[src/rtl/ahb_pkg.sv]
// Shared AHB-Lite encodings: transfer types, responses, data-phase owner select.
package ahb_pkg;

  localparam logic [1:0] HTRANS_IDLE   = 2'b00;
  localparam logic [1:0] HTRANS_BUSY   = 2'b01;
  localparam logic [1:0] HTRANS_NONSEQ = 2'b10;
  localparam logic [1:0] HTRANS_SEQ    = 2'b11;

  localparam logic RESP_OKAY  = 1'b0;
  localparam logic RESP_ERROR = 1'b1;

  typedef enum logic [2:0] {
    SEL_SLV0 = 3'd0,
    SEL_SLV1 = 3'd1,
    SEL_SLV2 = 3'd2,
    SEL_SLV3 = 3'd3,
    SEL_DFLT = 3'd4,
    SEL_NONE = 3'd5
  } sel_e;

  typedef enum logic [1:0] {
    DS_IDLE = 2'd0,
    DS_ERR1 = 2'd1,
    DS_ERR2 = 2'd2
  } ds_state_e;

  // Lowest-numbered select wins; unmapped active transfers go to the default slave.
  function automatic sel_e encode_sel(input logic [3:0] hsel, input logic [1:0] htrans);
    if (hsel[0])      return SEL_SLV0;
    else if (hsel[1]) return SEL_SLV1;
    else if (hsel[2]) return SEL_SLV2;
    else if (hsel[3]) return SEL_SLV3;
    else if (htrans == HTRANS_NONSEQ || htrans == HTRANS_SEQ) return SEL_DFLT;
    else              return SEL_NONE;
  endfunction

endpackage

[src/rtl/ahb_default_slave.sv]
// Default slave for unmapped addresses: two-cycle ERROR response, registered outputs.
module ahb_default_slave
  import ahb_pkg::*;
(
  input  logic HCLK,
  input  logic HRESET,
  input  logic HREADY,
  input  logic capture_dflt,
  output logic ds_hready,
  output logic ds_hresp
);

  ds_state_e state;

  always_ff @(posedge HCLK or posedge HRESET) begin
    if (HRESET) begin
      state     <= DS_IDLE;
      ds_hready <= 1'b1;
      ds_hresp  <= RESP_OKAY;
    end else begin
      case (state)
        // ERR2 completes the transfer, so it may start the next one like IDLE does.
        DS_IDLE, DS_ERR2: begin
          if (HREADY && capture_dflt) begin
            state     <= DS_ERR1;
            ds_hready <= 1'b0;
            ds_hresp  <= RESP_ERROR;
          end else begin
            state     <= DS_IDLE;
            ds_hready <= 1'b1;
            ds_hresp  <= RESP_OKAY;
          end
        end
        DS_ERR1: begin
          state     <= DS_ERR2;
          ds_hready <= 1'b1;
          ds_hresp  <= RESP_ERROR;
        end
        default: begin
          state     <= DS_IDLE;
          ds_hready <= 1'b1;
          ds_hresp  <= RESP_OKAY;
        end
      endcase
    end
  end

endmodule

[src/rtl/ahb_slave_mux.sv]
// AHB-Lite response mux: registers the decoded select in the address phase and
// steers the owning slave's response (or the default slave's) in the data phase.
module ahb_slave_mux
  import ahb_pkg::*;
#(
  parameter int          DW        = 32,
  parameter logic [DW-1:0] ERR_RDATA = 32'hDEAD_BEEF
) (
  input  logic          HCLK,
  input  logic          HRESET,
  input  logic          HSELx0,
  input  logic          HSELx1,
  input  logic          HSELx2,
  input  logic          HSELx3,
  input  logic [1:0]    HTRANS,
  input  logic [DW-1:0] HRDATAx0,
  input  logic [DW-1:0] HRDATAx1,
  input  logic [DW-1:0] HRDATAx2,
  input  logic [DW-1:0] HRDATAx3,
  input  logic          HREADYOUTx0,
  input  logic          HREADYOUTx1,
  input  logic          HREADYOUTx2,
  input  logic          HREADYOUTx3,
  input  logic          HRESPx0,
  input  logic          HRESPx1,
  input  logic          HRESPx2,
  input  logic          HRESPx3,
  output logic [DW-1:0] HRDATA,
  output logic          HREADY,
  output logic          HRESP
);

  sel_e sel_d;
  sel_e sel_q;
  logic ds_hready;
  logic ds_hresp;

  assign sel_d = encode_sel({HSELx3, HSELx2, HSELx1, HSELx0}, HTRANS);

  // Address phase: capture owner only when the previous data phase completes.
  always_ff @(posedge HCLK or posedge HRESET) begin
    if (HRESET)      sel_q <= SEL_NONE;
    else if (HREADY) sel_q <= sel_d;
  end

  ahb_default_slave u_default_slave (
    .HCLK         (HCLK),
    .HRESET       (HRESET),
    .HREADY       (HREADY),
    .capture_dflt (sel_d == SEL_DFLT),
    .ds_hready    (ds_hready),
    .ds_hresp     (ds_hresp)
  );

  // Data phase: only the owner's signals reach the master, so an idle slave's X never leaks.
  always_comb begin
    HRDATA = ERR_RDATA;
    HREADY = 1'b1;
    HRESP  = RESP_OKAY;
    case (sel_q)
      SEL_SLV0: begin HRDATA = HRDATAx0; HREADY = HREADYOUTx0; HRESP = HRESPx0; end
      SEL_SLV1: begin HRDATA = HRDATAx1; HREADY = HREADYOUTx1; HRESP = HRESPx1; end
      SEL_SLV2: begin HRDATA = HRDATAx2; HREADY = HREADYOUTx2; HRESP = HRESPx2; end
      SEL_SLV3: begin HRDATA = HRDATAx3; HREADY = HREADYOUTx3; HRESP = HRESPx3; end
      // An idle FSM drives 1/OKAY, which matches the NONE response.
      SEL_DFLT: begin HREADY = ds_hready; HRESP = ds_hresp; end
      default: ;
    endcase
  end

endmodule

[config.mk]
export PLATFORM = sky130hd
export DESIGN_NAME = ahb_slave_mux
export DESIGN_NICKNAME = d
export VERILOG_FILES = /design/src/rtl/ahb_pkg.sv /design/src/rtl/ahb_default_slave.sv /design/src/rtl/ahb_slave_mux.sv
export SDC_FILE = /design/constraint.sdc
export NUM_CORES = 1
export LEC_CHECK = 0
export CAP_MARGIN = 20
export CELL_PAD_IN_SITES_DETAIL_PLACEMENT = 0
export CELL_PAD_IN_SITES_GLOBAL_PLACEMENT = 1
export CORE_MARGIN = 2
export CORE_UTILIZATION = 16
export CTS_CLUSTER_DIAMETER = 50
export DETAILED_ROUTE_END_ITERATION = 8
export GPL_TIMING_DRIVEN = 1
export PLACE_DENSITY = 0.92
export SETUP_SLACK_MARGIN = 0.5
export SYNTH_ARGS = -nofsm -noshare
export SYNTH_HDL_FRONTEND = slang
export SYNTH_SLANG_ARGS = --single-unit
[constraint.sdc]
create_clock -name HCLK -period 3.1 [get_ports HCLK]
set_input_delay 0.775 -clock HCLK [delete_from_list [all_inputs] [get_ports HCLK]]
set_output_delay 0.775 -clock HCLK [all_outputs]
set_load 0.05 [all_outputs]
======== After elaboration in Yosys (flattened, before gate mapping) ========
Cells that the tools add are included.
word-level totals
  flip-flop bits (word level) ............. 7
  bits of input ports ..................... 144
  output and inout bits ................... 34
  word-level logic and storage cells ...... 32
operators by class
  eq/ne operators ......................... 9
  multiplexer cells ....................... 14
  reduce and logical (&&, ||, !) cells .... 5
operators with widths
  cell                                           number
  one-hot mux 32 bit (4 select lines)            1
  two-way mux 3 bit                              4
  one-hot mux 1 bit (5 select lines)             2
  == test 2 bit, second input constant           3
  == test 3 x 2 -> 1 bit, second input constant  2
  == test 3 bit, second input constant           2
  two-way mux 1 bit                              5
  one-hot mux 2 bit (2 select lines)             1
  == test 3 x 1 -> 1 bit, second input constant  1
  logical NOT 3 bit                              1
  == test 2 x 1 -> 1 bit, second input constant  1
  logical NOT 2 bit                              1
  one-hot mux 1 bit (2 select lines)             1
  OR reduction 2 bit                             1
  logical AND 1 bit                              1
  logical OR 1 bit                               1

======== Longest topological paths before layout ========
Gate-level depths: netlist of run 1.
  word-level depth ........................ 11
  depth in mapped cells ................... 6
  mapped depth without buffers ............ 4

======== By module ========
A second synthesis of run 1 with hierarchy kept.
second synthesis, totals
  cells, all modules ...................... 125
  area, all modules ....................... 1,223.7 sq um
by module, submodules not included
  module             instances  cells each  area an instance (sq um)  seq. area each (sq um)
  ahb_slave_mux      1          115         1,083.5                   77.6
  ahb_default_slave  1          10          140.1                     101.3

======== Least setup slack after synthesis of run 1 ========
Ideal clock, no wire load.
  path type ............................... input-to-output
  from .................................... input HRESPx3
  to ...................................... output HRESP
  arrival time ............................ 1.917 ns
  required time ........................... 2.325 ns
  slack ................................... 0.408 ns
  stages on the path ...................... 2
  buffers on the path ..................... 0
  cell sequence ........................... mux2i_1 o21ai_0
between the ends
  cells in the longest elaborated chain, start to end .. 1
ends and longest elaborated chain
  element                             line                 source
  start: declaration                  ahb_slave_mux.sv:27  input logic HRESPx3,
  one-hot mux 1 bit (5 select lines)  ahb_slave_mux.sv:60  case (sel_q)
  end: declaration                    ahb_slave_mux.sv:30  output logic HRESP
No other way between the ends.

======== Worst setup path in the final report of run 1 ========
  from .................................... register sel_q[0]
  to ...................................... output HRDATA[10]
between the ends
  cells in the longest elaborated chain, start to end .. 2
  elaborated cells between the ends (all ways) .. 5
  those cells by class .................... eq/ne: 3; mux: 1; reduce/logical: 1
ends and longest elaborated chain
  element                                         line                 source
  start: declaration                              ahb_slave_mux.sv:34  sel_e sel_q;
  start signal: assignment                        ahb_slave_mux.sv:43  else if (HREADY) sel_q <= sel_d;
  == test 3 x 2 -> 1 bit (tied with other cells)  ahb_slave_mux.sv:60
  one-hot mux 32 bit (4 select lines) *           ahb_slave_mux.sv:60
  end: declaration                                ahb_slave_mux.sv:28  output logic [DW-1:0] HRDATA,
Every way passes the cells marked *; elsewhere a longest branch is shown, timed or not.

==> flow_summary.yaml, run 1 <==
timing:
  whs_ns: 0.4404
  setup_slack_ns: 0.4150
  fin_skew_ns: 0.002871
  slew_headroom_pct: 75.77
  setup_viol: 0
  period_minus_slack_ns: 2.685
  clock.fmax_mhz: 372.4
  slew_violations: 0
  hold_viol_final: 0
  finalCritPeriodShare_pct: 86.61
  rsz0062_at_grt: "true"
  fin_tns_setup_ns: 0
  tightest_slew_ns: 0.3626
floorplan:
  dieArea_um2: 8527
  std_cell_rows: 32
  die_h_um: 92.34
  start_util_pct: 16.33
  dieWidth_um: 92.34
  ioPinCount: 178
  fp.coreArea_um2: 7647
yosys:
  yosysWarnings: 0
  synth_compound_area_share_pct: 43.59
  synth_edf_count: 0
  synth_xor_area_share_pct: 0
  synth_flop_cell: "dfrtp_1"
  yosys.area_share.simple_pct: 12.53
  ys_seq_elements: 7
  synth.area.mux_share_pct: 17.84
  syn_nets: 267
  yosysUniqueCellTypes: 30
  async_flop_share_pct: 100.0
  synth_area_per_cell_um2: 10.15
  synth_top_area_share_pct: 38.48
  ys_seq_area_share_pct: 14.33
  yosysTopAreaCell: "a221o_1"
  synth_top_family_by_area: "compound AO/OA/AOI/OAI gates"
  syn_area_um2: 1249
  synth.area.top_cells: "a221o_1 38%, mux4_2 14%, dfrtp_1 8.0%"
  netlist_instances: 123
  synth_adder_area_share_pct: 0
critical_path:
  crit_required_ns: 2.32
  worst_setup_path_end_kind: "output pin"
  r2r_end: "sel_q[1]$_DFFE_PP0P_"
  worst-endpoint-arrival_ns: 1.91
  crit_type: "reg -> out"
  r2r-start: "sel_q[1]$_DFFE_PP0P_"
  reg2reg_depth: 6
  reg2reg_setup_slack_ns: 1.21
  critPathMaxFanout: 8
  start_kind: "flop"
clocking:
  clock_sink_count: 7
  hold_buffers: 0
  clockRootBuffer: "clkbuf_8"
  cts_max_level: 1
  cts_tree: "done"
  clk_pin_slew_ns: 0.04
  cts_buffers: 3
  clkLatencyLatePin_ns: 0.23
  clock_path_buffers: 2
power_and_ir_drop:
  power.density_nw_per_um2: 725.9
  leakagePower_nw: 1.596
  power_mw: 2.589
  ir_drop_v: 0.0004105
global_routing:
  grt_max_degree: 25
  grt-ovfl-total: 0
  first_global_vias: 2078
  grt_pass1_wl_um: 10580
  antenna_found_initial: 1
  grt_usage_pct: 15.61
routing:
  wl_met3_um: 462
  wl_met1_um: 2797
  routed.top_layer: "met4"
  detail-route-antenna-nets: 0
  dr_wl_met2_um: 3909
  routedWlPerCell_um: 17.92
  vias_per_cell: 4.792
  drt-initial-drc-count: 79
  vias: 1955
  dr.pass1.iters: 4
  routed_wirelength_um: 7310
  drc: 0
place:
  port_buffers: 176
  placed_area_um2: 3294
  globalplace.congestion: 0.7930
  dp_cells: 389
  dp_slack_ns: 0.2503
  dp_hpwl_um: 5327
layout:
  nets: 450
  final_cell_count_no_fill: 408
  post-route-util_pct: 46.65
  design_area_um2: 3567
  drive_gt1_share_pct: 28.85
  area_delta_synth_final_pct: 185.7
hold_path:
  hp-class: "reg -> reg"
  hold_path_end: "u_default_slave.state[1]$_DFF_PP0_"
  min_from: "u_default_slave.state[1]$_DFF_PP0_"
  hold_path_depth: 1
run_status:
  outcome: "finished, final reports clean"
job:
  max_cap_violations: 0
==> cell usage in the layout, fill, tap and decap left out, types with 2 or more instances in the layout <==
master and instances:
a221o_1 48, and2_4 2, buf_12 29, buf_4 11, buf_6 4, buf_8 5, clkbuf_16 2, clkbuf_8 3
clkdlybuf4s50_1 58, dfrtp_1 3, dfstp_2 2, dlygate4sd2_1 83, inv_1 5, mux4_2 8, nand2b_1 2, nor2_1 3
nor2_2 2, nor2_4 3, nor2b_4 8
==> state kept, by name (all words and copies together) (netlist names) <==
register,cells
u_default_slave.ds_hresp,1
u_default_slave.state,2
sel_q,3
u_default_slave.ds_hready,1
==> layout make-up <==
class | count | area, µm²
flip-flops and latches | 7 | 183.9
fillers | 749 | 4080
clock buffers | 4 | 45.04
multi-input cells | 95 | 1032
diodes | 1 | 2.502
well taps | 102 | 127.6
repair buffers | 193 | 2153
inverters | 6 | 22.52
==> report_power, final <==
| group | internal, mW | total, mW | switching, mW |
|---|---|---|---|
| registers | 0.108 | 0.131 | 0.0230 |
| clock network | 0.0889 | 0.128 | 0.0388 |
| logic | 1.17 | 2.33 | 1.17 |
| total | 1.36 | 2.59 | 1.23 |
==> cell families after synthesis <==
| family | after synthesis |
|---|---|
| multiplexers | 12 |
| AO/OA/AOI/OAI | 56 |
| buffers and inverters | 23 |
| AND/OR/NAND/NOR | 25 |
| flip-flops | 7 |
==> Yosys cell counts (2+ instances only) <==
cell       n
a221o_1   48
and2_1     2
buf_2      6
buf_6      7
clkbuf_1   4
dfrtp_1    4
dfstp_2    3
inv_1      6
mux2i_1    2
mux4_2     8
nand2b_1   2
nor2_1     4
nor2b_1    9
o21ai_0    2
==> worst max-delay path, cell delays in order (launching register included) <==
cell	delay [ns]
dfstp_4	0.52
and2_4	0.20
clkbuf_16	0.16
a221o_1	0.31
a221o_1	0.32
buf_12	0.17
==> metal layers <==
layer | global-route usage, % | up-vias
met4 | 5.100 | 0
met3 | 2.522 | 19
met1 | 18.04 | 930
li1 | - | 905
met5 | 0 | -
met2 | 29.08 | 101
==> how the worst max path moves through the flow <==
stage | cells past startpoint | end | start | slack, ns
6_report | 5 | HRDATA[10] | sel_q[0]$_DFFE_PP1P_ | 0.41
5_1_grt | 4 | HRDATA[8] | sel_q[0]$_DFFE_PP1P_ | 0.36
4_1_cts | 4 | HRDATA[22] | sel_q[0]$_DFFE_PP1P_ | 0.43
3_5_place_dp | 4 | HRDATA[10] | sel_q[1]$_DFFE_PP0P_ | 0.25
3_3_place_gp | 4 | HRDATA[27] | sel_q[1]$_DFFE_PP0P_ | 0.30
2_1_floorplan | 5 | HRDATA[11] | sel_q[0]$_DFFE_PP1P_ | 0.61
==> repair_timing <==
item | in CTS | in global routing
cloned | 2 | 3
resized for setup | 131 | 3
pin swaps | 30 | 15
setup buffers | 9 | 0
setup endpoints to repair | 34 | 33
Power figures use the tool's default switching activity.
==> run 2, diff against run 1 <==
Settings changed: PLACE_DENSITY 0.92 to 0.95.
==> run 2 against run 1 <==
  * Register-to-register slack got worse by 0.14 ns
  * Cell area decreased by 1.7%
  * Clock power about the same
  * Fmax increased by 0.35%
  * Critical path depth decreased by 1
  * Clock-buffer cell count unchanged
  * Setup slack improved by 0.0094 ns
  * Via count decreased by 3.0%
  * Final cell count decreased by 0.74%
  * Flip-flop and latch count unchanged
  * Total power decreased by 1.6%
  * Largest power group unchanged
==> flow_summary.yaml, run 2 (same netlist as run 1, synthesis figures left out) <==
timing:
  period_minus_slack_ns: 2.676
  fin_skew_ns: 0.0002823
  slew_violations: 0
  clock.fmax_mhz: 373.7
  setup_slack_ns: 0.4244
  finalCritPeriodShare_pct: 86.31
  hold_viol_final: 0
  rsz0062_at_grt: "true"
  slew_headroom_pct: 73.42
  tightest_slew_ns: 0.3977
  setup_viol: 0
  fin_tns_setup_ns: 0
critical_path:
  crit_required_ns: 2.32
  reg2reg_depth: 7
  worst-endpoint-arrival_ns: 1.90
  worstPathCellList: "buf_12 -> mux4_2 -> nor2b_4 -> buf_6"
  critPathMaxFanout: 8
  slowest_delay_ns: 0.69
  path_buf_inv: 2
  crit_family: "flip-flops"
  start_kind: "flop"
  crit_slowest_cell: "dfstp_4"
  worst_setup_path_end_kind: "output pin"
  crit_type: "reg -> out"
  path_depth: 4
power_and_ir_drop:
  power.density_nw_per_um2: 726.2
  ir_drop_v: 0.0003300
  leakagePower_nw: 1.573
layout:
  antenna_cells: 0
  drive_gt1_share_pct: 28.05
  reg_top3: "sel_q x3, u_default_slave.state x2"
  final_common_cell: "dlygate4sd2_1"
  nets: 448
  largest_register: "sel_q"
  area_delta_synth_final_pct: 180.9
  final_cell_mix: "83 x dlygate4sd2_1, 58 x clkdlybuf4s50_1, 48 x a221o_1"
  final_cell_count_no_fill: 405
  largest_reg_flops: 3
  nFillCells: 742
global_routing:
  grt-ovfl-total: 0
  grtUsageMet1_pct: 18.32
  first_global_vias: 1912
  antenna_found_initial: 0
  grt_pass1_wl_um: 10490
  grtUsageMet3_pct: 2.197
  grt_usage_pct: 15.33
  grt_busiest_layer: "met2"
  grt_max_degree: 25
  gr-usage-met2_pct: 29.26
routing:
  vias: 1896
  routed_wirelength_um: 7120
  drt-initial-drc-count: 81
  vias_per_cell: 4.681
  dr.pass1.iters: 6
  detail-route-antenna-nets: 0
  drc: 0
  routedWlPerCell_um: 17.58
job:
  max_cap_violations: 0
clocking:
  clock_path_buffers: 2
  cts_tree: "done"
  clockRootBuffer: "clkbuf_8"
  clk_pin_slew_ns: 0.04
  hold_buffers: 0
  cts_max_level: 1
  clkLatencyLatePin_ns: 0.23
  cts_buffers: 3
  clock_sink_count: 7
hold_path:
  hold_path_depth: 1
  hp-class: "reg -> reg"
place:
  dp_hpwl_um: 5200
  dp_cells: 389
  dp_slack_ns: 0.2835
  port_buffers: 176
  globalplace.congestion: 0.7967
floorplan:
  dieArea_um2: 8527
  dieWidth_um: 92.34
  die_h_um: 92.34
  std_cell_rows: 32
  ioPinCount: 178
  start_util_pct: 16.33
  fp.coreArea_um2: 7647
run_status:
  outcome: "finished, final reports clean"
## run 2: through the flow
step | hold WS [ns] | util [%] | cell area (µm²) | power [mW]
5_1_grt | 0.4284 | 45.86 | 3507 | 2.645
3_3_place_gp | 0.4151 | 43.08 | 3294 | 2.231
2_1_floorplan | 0.3988 | - | 1249 | 1.301
4_1_cts | 0.4254 | 45.34 | 3467 | 2.528
3_5_place_dp | 0.4190 | 43.08 | 3294 | 2.251
6_report | 0.4357 | 45.86 | 3507 | 2.547
## run 2: cell type report
class | count | area [µm²] | share of cell area, %
Clock buffer | 4 | 45.04 | 1.284
Inverter | 6 | 25.02 | 0.7135
Multi-Input combinational cell | 94 | 1018 | 29.04
Sequential cell | 7 | 183.9 | 5.244
Tap cell | 102 | 127.6 | 3.639
Timing Repair Buffer | 192 | 2107 | 60.08
## run 2: metal layers
| layer | part of all wire, % | vias to the layer above | routed length [µm] |
|---|---|---|---|
| li1 | - | 901 | - |
| met1 | 39 | 911 | 2755 |
| met2 | 54 | 80 | 3876 |
| met3 | 6.2 | 4 | 439 |
| met4 | 0.69 | 0 | 49 |
| met5 | 0 | - | 0 |
## run 2: final timing paths
path / start / slack, ns / endpoint
max in group asynchronous: HRESET / 2.06 / sel_q[2]$_DFFE_PP1P_
hold / removal: u_default_slave.state[1]$_DFF_PP0_ / 0.44 / u_default_slave.state[1]$_DFF_PP0_
setup reg to reg: sel_q[2]$_DFFE_PP1P_ / 1.07 / sel_q[1]$_DFFE_PP0P_
setup / recovery: sel_q[0]$_DFFE_PP1P_ / 0.42 / HRDATA[8]
hold reg to reg: u_default_slave.state[1]$_DFF_PP0_ / 0.44 / u_default_slave.state[1]$_DFF_PP0_
min in group asynchronous: HRESET / 0.77 / u_default_slave.state[1]$_DFF_PP0_
## run 2: report_power, final
| part | leakage (nW) | internal (mW) | total (mW) | switching (mW) |
|---|---|---|---|---|
| sequential | 0.0853 | 0.108 | 0.131 | 0.0227 |
| clock | 0.0228 | 0.0889 | 0.128 | 0.0389 |
| combinational | 1.46 | 1.14 | 2.29 | 1.15 |
| total | 1.57 | 1.33 | 2.55 | 1.21 |
## run 2: worst register-to-register path, stage by stage (launching register included)
cell and delay (ns):
dfstp_2 0.59, buf_12 0.11, or4b_4 0.45, a21boi_4 0.17
nand2_4 0.09, buf_4 0.10, buf_4 0.09, mux2_1 0.30
## run 2: what timing repair did
action                     in CTS  in global routing
setup endpoints to repair      34                 33
pin swaps                      29                  2
gates cloned                    1                  0
buffers inserted                7                  4
gates resized for setup       128                  3
